`config.mk`:
```
export PLATFORM = sky130hd
export DESIGN_NAME = regfile_wb_arbiter
export DESIGN_NICKNAME = d
export VERILOG_FILES = /design/src/rtl/regfile_wb_arbiter.sv
export SDC_FILE = /design/constraint.sdc
export NUM_CORES = 1
export LEC_CHECK = 0
export CAP_MARGIN = 20
export CORE_UTILIZATION = 25
export CTS_CLUSTER_SIZE = 8
export DETAILED_ROUTE_END_ITERATION = 6
export GPL_TIMING_DRIVEN = 0
export SYNTH_ARGS = -nofsm -noshare
export SYNTH_HDL_FRONTEND = slang
export SYNTH_SLANG_ARGS = --single-unit
```
`constraint.sdc`:
```
create_clock -name clk -period 2.79 [get_ports clk]
set_input_delay 0.4185 -clock clk [delete_from_list [all_inputs] [get_ports clk]]
set_output_delay 0.4185 -clock clk [all_outputs]
set_load 0.005 [all_outputs]
```
`src/rtl/regfile_wb_arbiter.sv`:
```
// regfile_wb_arbiter: merges ALU and load results onto the single regfile write port.
//   clk, reset            : clock and synchronous active-high reset
//   alu_valid/rd/data     : ALU result; it always wins and is never back-pressured
//   load_valid/ready/rd/data : load result handshake into an in-order queue
//   write/writeReg/writeData : registered regfile write port
//   busy                  : bit r set while a live queued load targets register r
// Optional build macro WB_BYPASS_EN: a load arriving when the queue is empty and the
// ALU is idle goes straight to the output stage instead of being enqueued.
module regfile_wb_arbiter #(
    parameter int DATAWIDTH = 32,
    parameter int DEPTH     = 4
) (
    input  logic                 clk,
    input  logic                 reset,
    input  logic                 alu_valid,
    input  logic [4:0]           alu_rd,
    input  logic [DATAWIDTH-1:0] alu_data,
    input  logic                 load_valid,
    output logic                 load_ready,
    input  logic [4:0]           load_rd,
    input  logic [DATAWIDTH-1:0] load_data,
    output logic                 write,
    output logic [4:0]           writeReg,
    output logic [DATAWIDTH-1:0] writeData,
    output logic [31:0]          busy
);
    localparam int AW = $clog2(DEPTH);
    localparam int CW = $clog2(DEPTH + 1);

    logic [AW-1:0]        rd_ptr, wr_ptr;
    logic [CW-1:0]        count;
    logic [DEPTH-1:0]     live;
    logic [4:0]           ent_rd [DEPTH];
    logic [DATAWIDTH-1:0] ent_data [DEPTH];
    logic                 alu_sel, empty, fire, pop, q_sel, push, bypass;

    assign load_ready = count != CW'(DEPTH);
    assign empty      = count == '0;
    assign alu_sel    = alu_valid && alu_rd != '0;
    assign fire       = load_valid && load_ready;
    // Any non-ALU cycle retires the head: a live head is written, a killed one just drops.
    assign pop        = !alu_sel && !empty;
    assign q_sel      = pop && live[rd_ptr];
`ifdef WB_BYPASS_EN
    assign bypass     = empty && !alu_sel && fire && load_rd != '0;
`else
    assign bypass     = 1'b0;
`endif
    // A same-cycle ALU write to the same register is younger, so that load is dropped.
    assign push       = fire && load_rd != '0 && !(alu_sel && alu_rd == load_rd) && !bypass;

    always_comb begin
        busy = '0;
        for (int i = 0; i < DEPTH; i++)
            if (live[i]) busy[ent_rd[i]] = 1'b1;
        busy[0] = 1'b0;
    end

    always_ff @(posedge clk) begin
        if (push) begin
            ent_rd[wr_ptr]   <= load_rd;
            ent_data[wr_ptr] <= load_data;
        end
    end

    always_ff @(posedge clk) begin
        if (reset) begin
            rd_ptr    <= '0;
            wr_ptr    <= '0;
            count     <= '0;
            live      <= '0;
            write     <= 1'b0;
            writeReg  <= '0;
            writeData <= '0;
        end else begin
            // WAW kill; never collides with pop (needs !alu_sel) or push (free slot).
            for (int i = 0; i < DEPTH; i++)
                if (alu_sel && live[i] && ent_rd[i] == alu_rd) live[i] <= 1'b0;
            if (pop) begin
                live[rd_ptr] <= 1'b0;
                rd_ptr       <= rd_ptr + 1'b1;
            end
            if (push) begin
                live[wr_ptr] <= 1'b1;
                wr_ptr       <= wr_ptr + 1'b1;
            end
            if (push && !pop)
                count <= count + 1'b1;
            else if (pop && !push)
                count <= count - 1'b1;
            write <= alu_sel || q_sel || bypass;
            if (alu_sel) begin
                writeReg  <= alu_rd;
                writeData <= alu_data;
            end else if (q_sel) begin
                writeReg  <= ent_rd[rd_ptr];
                writeData <= ent_data[rd_ptr];
            end else if (bypass) begin
                writeReg  <= load_rd;
                writeData <= load_data;
            end
        end
    end
endmodule

```
Word-level counts from Yosys, hierarchy flattened
Memories as Yosys holds them, arrays and structs flattened. A register that Yosys moved wholly into a read port is not among the register bits.
Cells that the tools add are included.
- bits in registers: 49
- RAM bits: 148
- input port bits: 78
- output and inout bits: 71
- logic and storage cells: 112
- memories: 2
- memory list (memory ; depth ; bits a word ; rd ports ; clocked after Yosys merged registers in ; write ports ; RTL line ; text):
    ent_data ; 4 ; 32 ; 1 ; 1 ; 1 ; 34 ; logic [DATAWIDTH-1:0] ent_data [DEPTH];
    ent_rd ; 4 ; 5 ; 5 ; 1 ; 1 ; 33 ; logic [4:0] ent_rd [DEPTH];
- add/sub/neg operators: 4
- $lt $le $gt $ge: 12
- equality and inequality tests: 6
- mux-type cells: 41
- bitwise operators: 6
- reductions and logical operators: 34
- operators by type and width (kind ; number):
    $mux 32 ; 6
    $or 32x32->32 ; 3
    $eq 5x5->1 ; 5
    $lt 5x6->1 const B ; 4
    $logic_and 1x1->1 ; 23
    $demux 1 s5 ; 4
    $ge 5x1->1 const B ; 4
    $mux 1 ; 17
    $mux 4 ; 3
    $mux 5 ; 2
    $reduce_bool 5->1 ; 2
    $mux 2 ; 4
    $lt 2x3->1 const B ; 2
    $mux 3 ; 2
    $logic_not 1->1 ; 5
    $add 2x1->2 const B ; 2
    $and 4x4->4 ; 1
    $demux 1 s2 ; 2
    $ge 2x1->1 const B ; 2
    $not 4->4 ; 1
    $or 4x4->4 ; 1
    $reduce_bool 2->1 ; 2
    $add 3x1->3 const B ; 1
    $logic_not 3->1 ; 1
    other kinds (4) ; 4

Longest topological paths before layout
An unclocked memory read counts as a cell.
- depth after elaboration: 12
- mapped depth: 11
- gate-level depth less buffers: 9

Least setup slack after synthesis
OpenSTA, ideal clock, no wires.
- path type: input-to-reg
- start point: input alu_rd[0]
- end point: register count[2]
- library setup time: 71 ps
- arrival time: 2590 ps
- data required time: 2719 ps
- slack: 129 ps
- stages on the path: 11
- buffers on the path: 2
- cells stage by stage: buf_4 -> or3_1 -> buf_2 -> o21ai_4 -> o31a_1 -> ha_1 -> inv_1 -> fa_1 -> xor2_1 -> or3_1 -> a21oi_1
- word-level cells in the longest chain between the ends: 8
- elaborated cells between the ends (all ways): 14
- classes of those cells: eq/ne (1); mux (1); reduce/logical (12)
- RTL lines (item ; RTL line ; text):
    start, declared ; 16 ; input logic [4:0] alu_rd,
    $reduce_bool 5->1 ; 39 ; assign alu_sel = alu_valid && alu_rd != '0;
    $logic_and 1x1->1 ; 39 ;
    $logic_and 1x1->1 ; 50 ; assign push = fire && load_rd != '0 && !(alu_sel && alu_rd == load_rd) && !bypass;
    $logic_not 1->1 ; 50 ;
    $logic_and 1x1->1 ; 50 ;
    $logic_not 1->1 ; 89 ; else if (pop && !push)
    $logic_and 1x1->1 ; 89 ;
    $reduce_bool 2->1 (no line) ; n/a ;
    end signal, assigned ; 88 ; count <= count + 1'b1;
    end signal, assigned ; 90 ; count <= count - 1'b1;
    end, declared ; 31 ; logic [CW-1:0] count;
Parallel ways exist; a longest one is shown, timed or not.
A chain may end at the register's enable or synchronous reset.

==> metrics.md <==
| Metric | Value |
|---|---|
| Status | complete, no violations |
| Setup TNS | 0 ps |
| Leading area contributor after synthesis | edfxtp_1 |
| Final Hold Vio Count | 0 |
| TritonCTS clock tree | yes |
| Syn_nets | ~740 |
| Clk_lat worst skew | 440 ps |
| Post-route insts no fill | between 1,000 and 1,500 |
| Initial antenna violation count | 1 |
| Final Cycle Share | 0.9750 |
| Port buffer count | roughly 140 |
| Clock transition at path regs | 70 ps |
| Slew Limit Fails | 0 |
| Post-DR wirelength/cell | 20.33 um |
| H-tree Lvls | 4 |
| Synth top cells by count | edfxtp_1 (148), nor2_1 (60), dfxtp_1 (51) |
| Max Fanout on Critical Path | 8 |
| DR iter-0 viols | 388 |
| Cell Rows | 70 |
| Routability cong. | about 0.82 |
| Chip Height | 194.2 um |
| Layout cells sized above 1 | 0.2245 |
| Clk buf depth | 2 |
| GRT Residual Overflow | 0 |
| Library cells used by synthesis | 52 |
| Largest net degree at the start of global routing | 31 |
| Share of flip-flops with an asynchronous set or reset | 0 |
| CTS Hold Bufs | 0 |
| P&R area growth vs syn | 31.45% |
| Critical path class | flip-flop to primary output |
| Leakage | ~4.0 nW |
| Routed Antenna Nets | 0 |
| Synth top area share | 0.4814 |
| Drt drc | 0 |
| Total of warnings raised by yosys | 0 |
| Critical Path Source Type | flip-flop |
| Fmax | between 300 and 400 MHz |
| Die area | 37,700 um^2 |
| EDFF count, synth | 148 |
| Number of global-route vias before repair | roughly 6,400 |
| Core Region | 36,430 um^2 |
| Rel. slew slack | 0.4224 |
| Power density over cell area | 682.0 nW/um^2 |
| Total GRT Usage | 0.1407 |
| RSZ-0062 raised after global routing | yes |
| Crit path DAT | 2300 ps |
| Synthesized instance count | 651 |
| DR vias/cell | 4.886 |
| Endpoint type of the worst setup path | primary output |
| Place WS | -368.4 ps |
| TritonCTS buffer count | 17 |
| Die width | 194.2 um |
| Worst setup margin | 69.77 ps |
| Max-cap check violation count | 0 |
| Top-count cell post-synth | edfxtp_1 |
| Synth top area cells | edfxtp_1 (48%), dfxtp_1 (11%), mux4_2 (9.3%) |
| Worst-margin pin slew | 866.3 ps |
| Hold Crit Class | input port to flip-flop |
| Placed cell count | ~1,300 |
| Required time of the critical path | 2370 ps |
| Maximum VDD drop | 0.0004538 V |
| TritonRoute pass-1 iters | 5 |
| Synth Register Bits | 199 |
| Total I/O pin count | 149 |
| Ys flop type | edfxtp_1 |
| Tmin final | approximately 2700 ps |
| Final setup fails | 0 |
| Clock Tree Root | clkbuf_16 |
| Nets | approximately 920 |
| Via count | around 6,400 |
| First-pass GRT wire length | between 30,000 and 40,000 um |
| Avg Cell Area, Syn | 14.18 um^2 |
| Final Skew | 8.446 ps |
| Initial cell density of the core | 0.2534 |
| Post-DP HPWL | 18,480 um |
| Ant. Diodes | 0 |
| Mapped Area | 9233 um^2 |
| Drt total wl | 26,630 um |
| Register area share after synthesis | 0.5920 |
| # clock sinks | 199 |
## sequential cells by signal (all words and copies together), names as in the netlist, named ones only
name / count
ent_data: 128
writeData: 32
ent_rd: 20
writeReg: 5
live: 4
count: 3
rd_ptr: 2
wr_ptr: 2
write: 1
## cell families after synthesis
group | share of synthesized area
simple gates | 0.1000
other cells | 0.0004062
fa+ha+maj | 0.01437
mux | 0.09825
buf+inv | 0.03795
flops | 0.5919
xor+xnor | 0.02656
compound gates | 0.1305
## placed cells by master, fill, tap and decap left out, types with 10 or more instances in the layout
cell type | Yosys | layout
o221ai_1 | 14 | 14
edfxtp_1 | 148 | 148
o32ai_2 | 29 | 29
xnor2_1 | 26 | 26
mux4_2 | 38 | 38
clkbuf_1 | 26 | 10
buf_4 | 4 | 34
buf_2 | 16 | 16
a21oi_1 | 13 | 13
nor3_1 | 34 | 34
nand3b_1 | 11 | 11
o211ai_1 | 14 | 14
clkbuf_16 | 0 | 17
clkdlybuf4s50_1 | 0 | 137
dfxtp_1 | 51 | 49
nand2_1 | 19 | 19
a22oi_1 | 12 | 12
nor2_1 | 60 | 57
## layout make-up
cell class	count	area, um^2
Fill cell	3646	24300
Sequential cell	199	5468
Multi-Input combinational cell	384	3491
Timing Repair Buffer	175	1727
Tap cell	468	585.6
Clock buffer	19	442.9
Buffer	40	246.5
Clock inverter	13	131.4
Inverter	12	45.04
## critical path, stage by stage (launching register included)
cell             delay, ps
edfxtp_1               520
and3_1                 480
a22oi_1                180
o221ai_1               110
clkdlybuf4s50_1        570
## power by group
group	switching, W	leakage (nW)	internal (W)
Sequential	0.000198	1.78	0.00355
Combinational	0.00104	1.91	0.00107
Clock	0.00120	0.278	0.00122
Total	0.00244	3.97	0.00583
## repair_timing
action,CTS,global route
resized for setup,12,14
setup buffers,20,10
setup endpoints to repair,23,46
gates cloned,0,0
## through the flow
step                      hold WS [ps]  area [um^2]  utilization  power, W
final                            277.1        12140       0.3331  0.008277
after global routing             272.3        12140       0.3331  0.008637
after floorplan                  462.2         9233            -  0.005087
after detailed placement         502.0        11310       0.3104  0.005915
after global placement           481.8        11230       0.3082  0.005863
after CTS                        252.8        12020       0.3299  0.008351
## path summary, 6_finish.rpt
check                          from  cells past startpoint                        to  slack [ps]
min reg2reg   count[2]$_SDFFE_PP0P_                      2     count[2]$_SDFFE_PP0P_         510
max reg2reg   count[0]$_SDFFE_PP0P_                      9     count[2]$_SDFFE_PP0P_         400
min                       alu_rd[1]                      2  writeReg[1]$_SDFFE_PP0P_         280
max          ent_rd[1][1]$_DFFE_PP_                      4                   busy[3]          70
## metal layers
metal | part of all wire | track usage | up-vias
met4 | 0.011 | 0.04027 | 2
met3 | 0.055 | 0.02783 | 20
met2 | 0.50 | 0.2367 | 222
li1 | - | - | 2948
met1 | 0.43 | 0.1828 | 3209
met5 | 0.00049 | 0 | -
(Power assumes the default switching activity.)
